### src/rtl/logic_unit_pipe_if.sv
// Operand/result handshake bundle for logic_unit_pipe.
// The master drives operands and consumes results; the slave is the unit itself.
interface logic_unit_pipe_if #(
    parameter int unsigned WIDTH = 32
);
    logic             in_valid;
    logic             in_ready;
    logic [2:0]       in_op;
    logic [WIDTH-1:0] in_a;
    logic [WIDTH-1:0] in_b;
    logic             out_valid;
    logic             out_ready;
    logic [WIDTH-1:0] out_data;
    logic             out_zero;

    modport master (
        output in_valid, in_op, in_a, in_b, out_ready,
        input  in_ready, out_valid, out_data, out_zero
    );

    modport slave (
        input  in_valid, in_op, in_a, in_b, out_ready,
        output in_ready, out_valid, out_data, out_zero
    );
endinterface

### src/rtl/logic_unit_pipe.sv
// Pipelined bitwise logic unit (NOT plus seven two-operand ops) with a zero flag.
// The whole pipe advances in lock-step; a stall at the output freezes every stage.
module logic_unit_pipe #(
    parameter int unsigned WIDTH  = 32,
    parameter int unsigned STAGES = 2
) (
    input logic              clk,
    input logic              rst,
    logic_unit_pipe_if.slave bus_io
);

    if (WIDTH < 1 || WIDTH > 64) begin : g_bad_width
        $error("logic_unit_pipe: WIDTH must be in 1..64");
    end
    if (STAGES < 1 || STAGES > 4) begin : g_bad_stages
        $error("logic_unit_pipe: STAGES must be in 1..4");
    end

    logic [WIDTH-1:0]  res;
    logic              res_zero;
    logic              advance;

    logic [STAGES-1:0] valid_q, valid_d;
    logic [STAGES-1:0] zero_q,  zero_d;
    logic [WIDTH-1:0]  data_q [STAGES];
    logic [WIDTH-1:0]  data_d [STAGES];

    always_comb begin
        res = '0;
        case (bus_io.in_op)
            3'b000: res = ~bus_io.in_a;
            3'b001: res = bus_io.in_a & bus_io.in_b;
            3'b010: res = bus_io.in_a | bus_io.in_b;
            3'b011: res = bus_io.in_a ^ bus_io.in_b;
            3'b100: res = ~(bus_io.in_a & bus_io.in_b);
            3'b101: res = ~(bus_io.in_a | bus_io.in_b);
            3'b110: res = ~(bus_io.in_a ^ bus_io.in_b);
            3'b111: res = bus_io.in_a & ~bus_io.in_b;
            default: res = '0;
        endcase
        res_zero = (res == '0);
    end

    // Free to advance whenever the last stage is empty or being consumed.
    assign advance = bus_io.out_ready | ~valid_q[STAGES-1];

    always_comb begin
        valid_d = valid_q;
        zero_d  = zero_q;
        data_d  = data_q;
        if (advance) begin
            valid_d[0] = bus_io.in_valid;
            zero_d[0]  = res_zero;
            data_d[0]  = res;
            for (int i = 1; i < STAGES; i++) begin
                valid_d[i] = valid_q[i-1];
                zero_d[i]  = zero_q[i-1];
                data_d[i]  = data_q[i-1];
            end
        end
    end

    always_ff @(posedge clk or posedge rst) begin
        if (rst) begin
            valid_q <= '0;
            zero_q  <= '0;
            data_q  <= '{default: '0};
        end else begin
            valid_q <= valid_d;
            zero_q  <= zero_d;
            data_q  <= data_d;
        end
    end

    assign bus_io.in_ready  = advance;
    assign bus_io.out_valid = valid_q[STAGES-1];
    assign bus_io.out_data  = data_q[STAGES-1];
    assign bus_io.out_zero  = zero_q[STAGES-1];

endmodule

### src/flat_wrapper.sv
// flat-port wrapper written by rule: the top's interface ports become plain ports
module logic_unit_pipe_flat 
#(
    parameter int unsigned WIDTH  = 32,
    parameter int unsigned STAGES = 2
)
  (clk, rst, bus_io_in_valid, bus_io_in_op, bus_io_in_a, bus_io_in_b, bus_io_out_ready, bus_io_in_ready, bus_io_out_valid, bus_io_out_data, bus_io_out_zero);
  logic_unit_pipe_if #(.WIDTH(WIDTH)) bus_io_i ();
  input logic clk;
  input logic rst;
  input wire logic [$bits(bus_io_i.in_valid)-1:0] bus_io_in_valid;
  input wire logic [$bits(bus_io_i.in_op)-1:0] bus_io_in_op;
  input wire logic [$bits(bus_io_i.in_a)-1:0] bus_io_in_a;
  input wire logic [$bits(bus_io_i.in_b)-1:0] bus_io_in_b;
  input wire logic [$bits(bus_io_i.out_ready)-1:0] bus_io_out_ready;
  output wire logic [$bits(bus_io_i.in_ready)-1:0] bus_io_in_ready;
  output wire logic [$bits(bus_io_i.out_valid)-1:0] bus_io_out_valid;
  output wire logic [$bits(bus_io_i.out_data)-1:0] bus_io_out_data;
  output wire logic [$bits(bus_io_i.out_zero)-1:0] bus_io_out_zero;
  assign bus_io_i.in_valid = bus_io_in_valid;
  assign bus_io_i.in_op = bus_io_in_op;
  assign bus_io_i.in_a = bus_io_in_a;
  assign bus_io_i.in_b = bus_io_in_b;
  assign bus_io_i.out_ready = bus_io_out_ready;
  assign bus_io_in_ready = bus_io_i.in_ready;
  assign bus_io_out_valid = bus_io_i.out_valid;
  assign bus_io_out_data = bus_io_i.out_data;
  assign bus_io_out_zero = bus_io_i.out_zero;
  logic_unit_pipe #(.WIDTH(WIDTH), .STAGES(STAGES)) u_core (.clk(clk), .rst(rst), .bus_io(bus_io_i));
endmodule
### config.mk
export PLATFORM = sky130hd
export DESIGN_NAME = logic_unit_pipe_flat
export DESIGN_NICKNAME = d
export VERILOG_FILES = /design/src/rtl/logic_unit_pipe_if.sv /design/src/rtl/logic_unit_pipe.sv /design/src/flat_wrapper.sv
export SDC_FILE = /design/constraint.sdc
export NUM_CORES = 1
export LEC_CHECK = 0
export CAP_MARGIN = 25
export CORE_MARGIN = 1
export CORE_UTILIZATION = 50
export DETAILED_ROUTE_END_ITERATION = 8
export GPL_TIMING_DRIVEN = 0
export MAX_ROUTING_LAYER = met4
export PLACE_DENSITY = 0.78
export SETUP_SLACK_MARGIN = 0.02
export SLEW_MARGIN = 15
export SYNTH_ARGS = -nofsm -noshare
export SYNTH_HDL_FRONTEND = slang
export SYNTH_SLANG_ARGS = --single-unit
export TNS_END_PERCENT = 10
### constraint.sdc
create_clock -name clk -period 2.08 [get_ports clk]
set_input_delay 0.312 -clock clk [delete_from_list [all_inputs] [get_ports clk]]
set_output_delay 0.312 -clock clk [all_outputs]
set_load 0.02 [all_outputs]
======== Yosys cells after proc, flatten, opt, wreduce, memory -nomap -nowiden ========
Index checks and enable logic that the tools add are counted.
cells by class
  equality and inequality tests ........... 7
  muxes and demuxes ....................... 1
  bitwise gates (word level) .............. 11
  reductions and logical operators ........ 2
operators with widths
  kind                  number
  $pmux W32 S8          1
  $not A32 Y32          5
  $and A32 B32 Y32      2
  $logic_not A32 Y1     1
  $or A32 B32 Y32       1
  $xor A32 B32 Y32      1
  $eq A3 B3 Y1 const B  4
  $eq A3 B2 Y1 const B  2
  $eq A3 B1 Y1 const B  1
  $logic_not A3 Y1      1
  $not A1 Y1            1
  $or A1 B1 Y1          1
storage, ports and cells
  register bits ........................... 68
  bits of input ports ..................... 71
  logic and storage cells ................. 25

======== Depth between registers and ports, before layout ========
Gate-level depths: netlist (run 1).
  word-level depth ........................ 4
  mapped depth ............................ 10
  mapped depth without buffers ............ 9

======== Worst setup path after synthesis (run 1) ========
OpenSTA, ideal clock, no wires.
  kind .................................... flip-flop to output port
  from .................................... reg u_core.valid_q[1]
  to ...................................... out bus_io_in_ready
  arrival ................................. 1,607 ps
  data required time ...................... 1,768 ps
  setup slack ............................. 161 ps
  cell stages (with the launch flop) ...... 6
  buffers on the path ..................... 3
  cell sequence ........................... dfrtp_1 > nor2b_1 > clkbuf_1 > inv_1 > clkbuf_1 > buf_1
between the ends
  longest elaborated chain between the ends .. 2
RTL lines
  element                 line                   source
  from (decl)             logic_unit_pipe.sv:23  logic [STAGES-1:0] valid_q, valid_d;
  from (signal assigned)  logic_unit_pipe.sv:69  valid_q <= valid_d;
  $not A1 Y1              logic_unit_pipe.sv:45  assign advance = bus_io.out_ready | ~valid_q[STAGES-1];
  $or A1 B1 Y1            logic_unit_pipe.sv:45
  to (decl)               flat_wrapper.sv:16     output wire logic [$bits(bus_io_i.in_ready)-1:0] bus_io_in_ready;
No other way between the ends.

======== Final worst setup path (run 1) ========
  from .................................... in bus_io_in_a[14]
  to ...................................... reg u_core.zero_q[0]
between the ends
  longest elaborated chain between the ends .. 4
  elaborated cells between the ends (all ways) .. 10
  those cells by class .................... mux (1); bitwise (8); reduce/logical (1)
RTL lines
  element                                   line                                                                 source
  from (decl)                               flat_wrapper.sv:13                                                   input wire logic [$bits(bus_io_i.in_a)-1:0] bus_io_in_a;
  $xor A32 B32 Y32 (tied with other cells)  logic_unit_pipe.sv:34, logic_unit_pipe.sv:37
  $not A32 Y32 (on tied branches)           logic_unit_pipe.sv:37, logic_unit_pipe.sv:35, logic_unit_pipe.sv:36
  $pmux W32 S8 *                            logic_unit_pipe.sv:30                                                case (bus_io.in_op)
  $logic_not A32 Y1 *                       logic_unit_pipe.sv:41                                                res_zero = (res == '0);
  to (signal assigned)                      logic_unit_pipe.sv:70                                                zero_q <= zero_d;
  to (decl)                                 logic_unit_pipe.sv:24                                                logic [STAGES-1:0] zero_q, zero_d;
Mark *: on every way between the ends. The rest lies on a longest branch, timed or not.
A chain may end at the register's enable or synchronous reset.

==> results by group, run 1 <==
Power
  – Final Power: 0.005441 W
  – Power Internal: 0.003651 W
  – Comb power frac: 0.406
  – VDD IR max: 0.3848 mV
  – Clk pwr share: 0.273
  – Reg power frac: 0.321
  – Sw power: between 0.0015 and 0.002 W
  – Power per cell area: 634.8 nW/um2
  – Sw Share: 0.3290
  – Static Leak: 4.265 nW

Floorplanning
  – Row count: 41
  – Top Ports: 106
  – Die H: 116.5 um
  – Die Area: 13,580 um2
  – Initial Util: 0.5155
  – Core Area: 12,720 um2
  – Die width: 116.5 um

Worst setup path
  – WP data required: 2330 ps
  – Critical Path End Type: register
  – Worst path max stage delay: 530 ps
  – Crit path max fanout: 4
  – CP Launch Type: input port
  – Critical path cell sequence: clkdlybuf4s50_1 -> inv_1 -> ha_4 -> mux2i_1 -> o21ai_0 -> nor3b_1 -> a21oi_1 -> o2111a_1 -> o2111ai_1 -> o21ai_1
  – Critical Path AT: 2270 ps
  – Crit Path Class: in -> reg
  – Slowest CP cell: clkdlybuf4s50_1
  – R2R setup slack: 460 ps

Run status
  – Status: finished, final reports clean

Logic synthesis
  – Top cells by area, synth: dfrtp_1 26%, ha_1 18%, nand2_1 9.2%
  – Cell with the most instances after synthesis: nand2_1
  – Ys async rst share: 1.000
  – Synth Flop Type: dfrtp_1
  – Syn nets: 986
  – Synth Area per Inst: 8.008 um2
  – YS warnings: 0
  – Yosys top cell by area: dfrtp_1
  – Synth Instances: 819
  – EDFF count, synth: 0
  – Seq cells post-synth: 68
  – Area fraction of the dominant cell type after synthesis: 0.2594
  – Mapped Area: 6559 um2
  – Synth top cells by count: 160 x nand2_1, 96 x ha_1, 68 x dfrtp_1, 68 x inv_1, 55 x nor2_1
  – Unique cell type count in the Yosys netlist: between 50 and 60
  – Post-synthesis sequential area ratio: 0.2594

GRT
  – Pin count of the biggest net entering global routing: 52
  – Initial antenna violation count: 0
  – First-pass GRT wire length: a little under 30 mm
  – GR Util All Layers: 0.2850
  – Gr ovfl total: 0
  – Vias in the first global route: 5,929

Drt
  – Initial drt markers: 449
  – Post-DR wirelength/cell: 16.18 um
  – Routed wire length: 18.22 mm
  – Drt drc: 0
  – DR pass1 iterations: 5
  – Vias: about 6,300
  – Routed vias/inst: 5.579
  – ANT nets after route: 0

Cells and area
  – Final nets: roughly 1,100
  – # fillers: 1,087
  – Fin util: 0.6738
  – P&R area growth vs syn: 30.69%
  – Layout cells sized above 1: 0.1740
  – Diode count: 0

CTS
  – Clk root buf: clkbuf_16
  – CTS tree: yes
  – Clock H-tree levels: 3
  – Hold Buf Count CTS: 0
  – CTS clk-pin slew, worst paths: 60 ps
  – Clock Path Buffers: 2
  – CTS buffer count: 9
  – Clk sinks: 68
  – Clk_lat worst skew: 330 ps

STA
  – Min Tclk post-route: 2018 ps
  – RSZ-0062 raised after global routing: true
  – Slew Limit Headroom: 0.5882
  – Hold Violations, Final: 0
  – Worst Skew: 5.431 ps
  – Fin. max-slew vios: 0
  – Setup violations, final: 0
  – Fin crit share: 0.9702
  – Setup TNS Final: 0 ps
  – Fmax achieved: 0.4955 GHz
  – Worst-margin pin slew: 617.8 ps

Placement
  – Routability Congestion: between 0.9 and 1
  – HPWL Detailed: around 13 mm
  – I/O Buffers: 105

Worst hold path
  – Worst min path class: in -> async

Run
  – # Max-Cap Violations: 0
placed cells by master (no fill, tap or decap), drive strengths merged, types with 3 or more instances in the layout:
cell,n
o211ai,5
ha,96
mux2,12
nor3b,4
a31oi,4
o221ai,8
a21o,3
a311oi,4
inv,69
a2bb2oi,6
nand2b,13
o22ai,9
and3,3
a221oi,3
dlymetal6s2s,13
o31ai,4
buf,78
dlygate4sd2,13
mux2i,32
a22oi,4
o21ai,35
nand3,8
clkdlybuf4s50,76
dfrtp,68
nor2b,15
clkbuf,38
a211oi,12
a21oi,54
nor2,56
o22a,4
nor3,10
a211o,4
a221o,5
o221a,5
nand2,160
metrics by stage:
step | setup slack [ps] | std cells | instance area (um2) | hold WS, ps
after global placement | -1159 | 1096 | 7825 | 440.6
after floorplan | 56.49 | 819 | 6559 | 424.4
after global routing | -0.7541 | 1126 | 8572 | 302.6
final | 61.95 | 1126 | 8572 | 278.4
after detailed placement | -1131 | 1097 | 7855 | 453.2
after CTS | 21.16 | 1123 | 8402 | 280.9
logic make-up (layout without fill, tap and decap cells):
family,after synthesis,in the layout,synth area share
AND/OR/NAND/NOR,278,278,0.1829
AO/OA/AOI/OAI,180,180,0.1852
buffers and inverters,153,288,0.1198
adder cells (fa/ha/maj),96,96,0.1831
flip-flops,68,68,0.2594
multiplexers,44,44,0.06944
area by class of cell:
type / instances / area (um2) / area share
repair buffers: 119 / 1182 / 0.1379
well taps: 172 / 215.2 / 0.02511
inverters: 69 / 264.0 / 0.03080
multi-input cells: 598 / 4319 / 0.5039
flip-flops and latches: 68 / 1702 / 0.1985
plain buffers: 84 / 588.1 / 0.06860
clock buffers: 16 / 301.5 / 0.03518
final timing paths:
check                                                 from  cells past startpoint                          to
min in group clk                u_core.bus_io.out_data[13]                      2  u_core.bus_io.out_data[13]
worst min register to register  u_core.bus_io.out_data[13]                      2  u_core.bus_io.out_data[13]
worst max-delay path                       bus_io_in_a[14]                     10            u_core.zero_q[0]
worst min-delay path                                   rst                      2           u_core.data_q[32]
worst max register to register           u_core.valid_q[1]                      7   u_core.bus_io.out_data[2]
max in group asynchronous                              rst                      3  u_core.bus_io.out_data[12]
registers in the layout, indices dropped and copies added, names as in the netlist:
| register | cells |
|---|---|
| u_core.data_q | 32 |
| u_core.bus_io.out_data | 32 |
| u_core.valid_q | 2 |
| u_core.zero_q | 2 |
routing by layer:
| metal | vias up | global-route usage | share of wire |
|---|---|---|---|
| met5 | - | - | 0 |
| met4 | 0 | 0.09283 | 0.020 |
| met3 | 38 | 0.03217 | 0.066 |
| met2 | 283 | 0.4659 | 0.47 |
| met1 | 2942 | 0.3682 | 0.44 |
| li1 | 3019 | - | - |
what timing repair did:
item                                    in CTS  in global routing
pin swaps                                   16                 14
cloned                                       0                  0
buffers inserted                            10                  3
endpoints found under the setup margin      45                  2
gates resized for setup                     74                 37
power by group through the flow:
stage | Sequential (W) | Combinational (W) | Clock (W)
final | 0.00175 | 0.00221 | 0.00148
after global routing | 0.00178 | 0.00241 | 0.00155
after CTS | 0.00175 | 0.00214 | 0.00150
after detailed placement | 0.00177 | 0.00205 | 0
after global placement | 0.00176 | 0.00200 | 0
after floorplan | 0.00172 | 0.00132 | 0
worst max-delay path, delay by kind of cell:
kind                     cells  cell delay [ps]
AO/OA/AOI/OAI                5              860
adder cells (fa/ha/maj)      1              290
buffers and inverters        2              630
multiplexers                 1               70
AND/OR/NAND/NOR              1              100
(Power assumes the default switching activity.)
==> inputs of run 2 (changes only) <==
--- a/config.mk
+++ b/config.mk
@@ -5,13 +5,14 @@
 export SDC_FILE = /design/constraint.sdc
 export NUM_CORES = 1
 export LEC_CHECK = 0
+export ABC_AREA = 1
 export CAP_MARGIN = 25
 export CORE_MARGIN = 1
-export CORE_UTILIZATION = 50
+export CORE_UTILIZATION = 51
 export DETAILED_ROUTE_END_ITERATION = 8
 export GPL_TIMING_DRIVEN = 0
 export MAX_ROUTING_LAYER = met4
-export PLACE_DENSITY = 0.78
+export PLACE_DENSITY = 0.79
 export SETUP_SLACK_MARGIN = 0.02
 export SLEW_MARGIN = 15
 export SYNTH_ARGS = -nofsm -noshare
==> results by group, run 2 <==
Floorplanning
  – Die H: 119.6 um
  – Die Area: 14,300 um2
  – Top Ports: 106
  – Initial Util: 0.5282
  – Core Area: between 10,000 and 15,000 um2
  – Row count: 42
  – Die width: between 100 and 150 um

Cells and area
  – Most frequent cells in the layout: 360 x nand2_1, 127 x inv_1, 98 x clkdlybuf4s50_1
  – Layout cells sized above 1: 0.09975
  – # fillers: 1,273
  – Commonest non-fill, non-tap cell in the layout: nand2_1
  – P&R area growth vs syn: 23.89%
  – Diode count: 0
  – Final nets: 1,356

Drt
  – Post-DR wirelength/cell: between 15 and 20 um
  – Vias: between 7,000 and 8,000
  – Initial drt markers: 716
  – Routed wire length: roughly 22 mm
  – Routed vias/inst: about 5.5
  – Drt drc: 0
  – DR pass1 iterations: 7
  – ANT nets after route: 0

Logic synthesis
  – Synth Instances: 1,072
  – Cell with the most instances after synthesis: nand2_1
  – Mapped Area: roughly 7000 um2
  – YS warnings: 0
  – Syn nets: 1,239
  – Yosys top cell by area: dfrtp_1
  – Seq cells post-synth: 68
  – Area fraction of the dominant cell type after synthesis: 0.2413
  – Top cells by area, synth: dfrtp_1 24%, nand2_1 19%, ha_1 17%
  – Synth top cells by count: 366 x nand2_1, 128 x inv_1, 96 x ha_1
  – Unique cell type count in the Yosys netlist: 24
  – Synth Flop Type: dfrtp_1
  – Ys async rst share: 1.000
  – Synth Area per Inst: 6.577 um2
  – Post-synthesis sequential area ratio: 0.2413
  – EDFF count, synth: 0

Worst setup path
  – Crit Path Class: in -> out
  – Cell depth of the worst flop-to-flop path: 6
  – Critical path cell sequence: clkdlybuf4s50_1 -> nor2_4 -> inv_1 -> clkbuf_2 -> dlygate4sd2_1
  – R2R setup slack: 350 ps
  – CP Buf/Inv Count: 4
  – CP Launch Type: input port
  – Reg-to-Reg End: u_core.data_q[44]
  – Crit path max fanout: 10
  – Reg2reg start: u_core.valid_q[1]
  – Slowest CP cell: clkdlybuf4s50_1
  – Critical Path End Type: output pin
  – WP data required: 1770 ps
  – Worst path max stage delay: 450 ps
  – Critical Path AT: 1660 ps
  – CP top delay family: buffers and inverters

GRT
  – GR Util All Layers: 0.3224
  – Pin count of the biggest net entering global routing: 66
  – Initial antenna violation count: 0
  – Vias in the first global route: 7,017
  – Gr ovfl total: 0
  – First-pass GRT wire length: 34.80 mm

STA
  – RSZ-0062 raised after global routing: false
  – Worst-margin pin slew: 706.4 ps
  – Fin. max-slew vios: 0
  – Setup TNS Final: 0 ps
  – Slew Limit Headroom: 0.5291
  – Hold Violations, Final: 0
  – Setup violations, final: 0
  – Min Tclk post-route: 1974 ps
  – Fin crit share: 0.9488
  – Fmax achieved: approximately 0.5 GHz
  – Worst Skew: 2.394 ps
  – Worst hold slack: 208.6 ps

Placement
  – HPWL Detailed: 16.01 mm
  – Routability Congestion: 0.9726
  – I/O Buffers: 104

Power
  – Static Leak: 4.847 nW
  – VDD IR max: 0.4211 mV
  – Power per cell area: a little over 600 nW/um2
  – Final Power: about 0.0053 W

CTS
  – Clk root buf: clkbuf_16
  – CTS buffer count: 9
  – CTS clk-pin slew, worst paths: 50 ps
  – Clock H-tree levels: 3
  – Clk sinks: 68
  – Clk_lat worst skew: 330 ps
  – Clock Path Buffers: 2
  – CTS tree: yes

Run status
  – Status: finished, final reports clean

Run
  – # Max-Cap Violations: 0

Worst hold path
  – Worst min path class: in -> async
run 2: cell types whose count changed in the layout (fill, tap and decap cells not counted), moves of 29 or more:
cell      delta
nand4_1     +91
nand3b_1    +30
mux2i_1     -29
nand2_1    +202
inv_1       +70
a21oi_1     -47
o21ai_0     +35
run 2: where the power goes:
part	total [W]	switching, W	internal (W)
registers	0.00175	0.000150	0.00160
clock network	0.00143	0.000514	0.000915
logic	0.00214	0.00120	0.000941
run 2: layer usage:
metal	up-vias	part of all wire	track usage	wire [um]
li1	3627	-	-	-
met1	3357	0.41	0.3979	9048
met2	407	0.45	0.5022	9800
met3	78	0.10	0.06321	2219
met4	0	0.040	0.1641	883
met5	-	0	-	0
run 2: worst max path at each step:
stage / end / slack [ps] / cells after the start / startpoint
after floorplan: u_core.bus_io.out_data[0] / 60 / 1 / rst
after global placement: u_core.data_q[35] / -950 / 2 / rst
after detailed placement: u_core.zero_q[0] / -500 / 14 / bus_io_in_op[1]
after CTS: u_core.zero_q[0] / -20 / 15 / bus_io_in_op[0]
after global routing: u_core.zero_q[0] / 20 / 14 / bus_io_in_a[7]
final: bus_io_in_ready / 110 / 5 / bus_io_out_ready
run 2: area by class of cell:
| class | count | area, um2 | share of cell area |
|---|---|---|---|
| well taps | 176 | 220.2 | 0.02521 |
| repair buffers | 106 | 1084 | 0.1241 |
| flip-flops and latches | 68 | 1702 | 0.1948 |
| multi-input cells | 771 | 4312 | 0.4936 |
| inverters | 131 | 494.2 | 0.05658 |
| clock buffers | 10 | 229.0 | 0.02621 |
| clock inverters | 5 | 53.80 | 0.006160 |
| plain buffers | 102 | 640.6 | 0.07334 |
run 2: through the flow:
| stage | worst slack [ps] | std cells | cell area, um2 | utilization |
|---|---|---|---|---|
| after floorplan | 56.49 | 1072 | 7051 | - |
| final | 106.4 | 1369 | 8735 | 0.6544 |
| after CTS | -23.66 | 1368 | 8675 | 0.6499 |
| after global routing | 20.16 | 1369 | 8735 | 0.6544 |
| after detailed placement | -498.0 | 1353 | 8342 | 0.6250 |
| after global placement | -953.5 | 1352 | 8312 | 0.6227 |
run 2: timing repair:
| action | CTS | global route |
|---|---|---|
| pin swaps | 0 | 2 |
| resized for setup | 22 | 21 |
| setup buffers | 0 | 1 |
| hold buffers | 0 | 0 |
| setup endpoints to repair | 2 | 2 |
run 2: cells by family after synthesis:
logic type / after synthesis / share of synthesized area
adders and majority gates: 96 / 0.1704
and+or+nand+nor: 597 / 0.3760
buffers and inverters: 233 / 0.1539
DFF: 68 / 0.2413
AOI/OAI and AO/OA: 78 / 0.05838
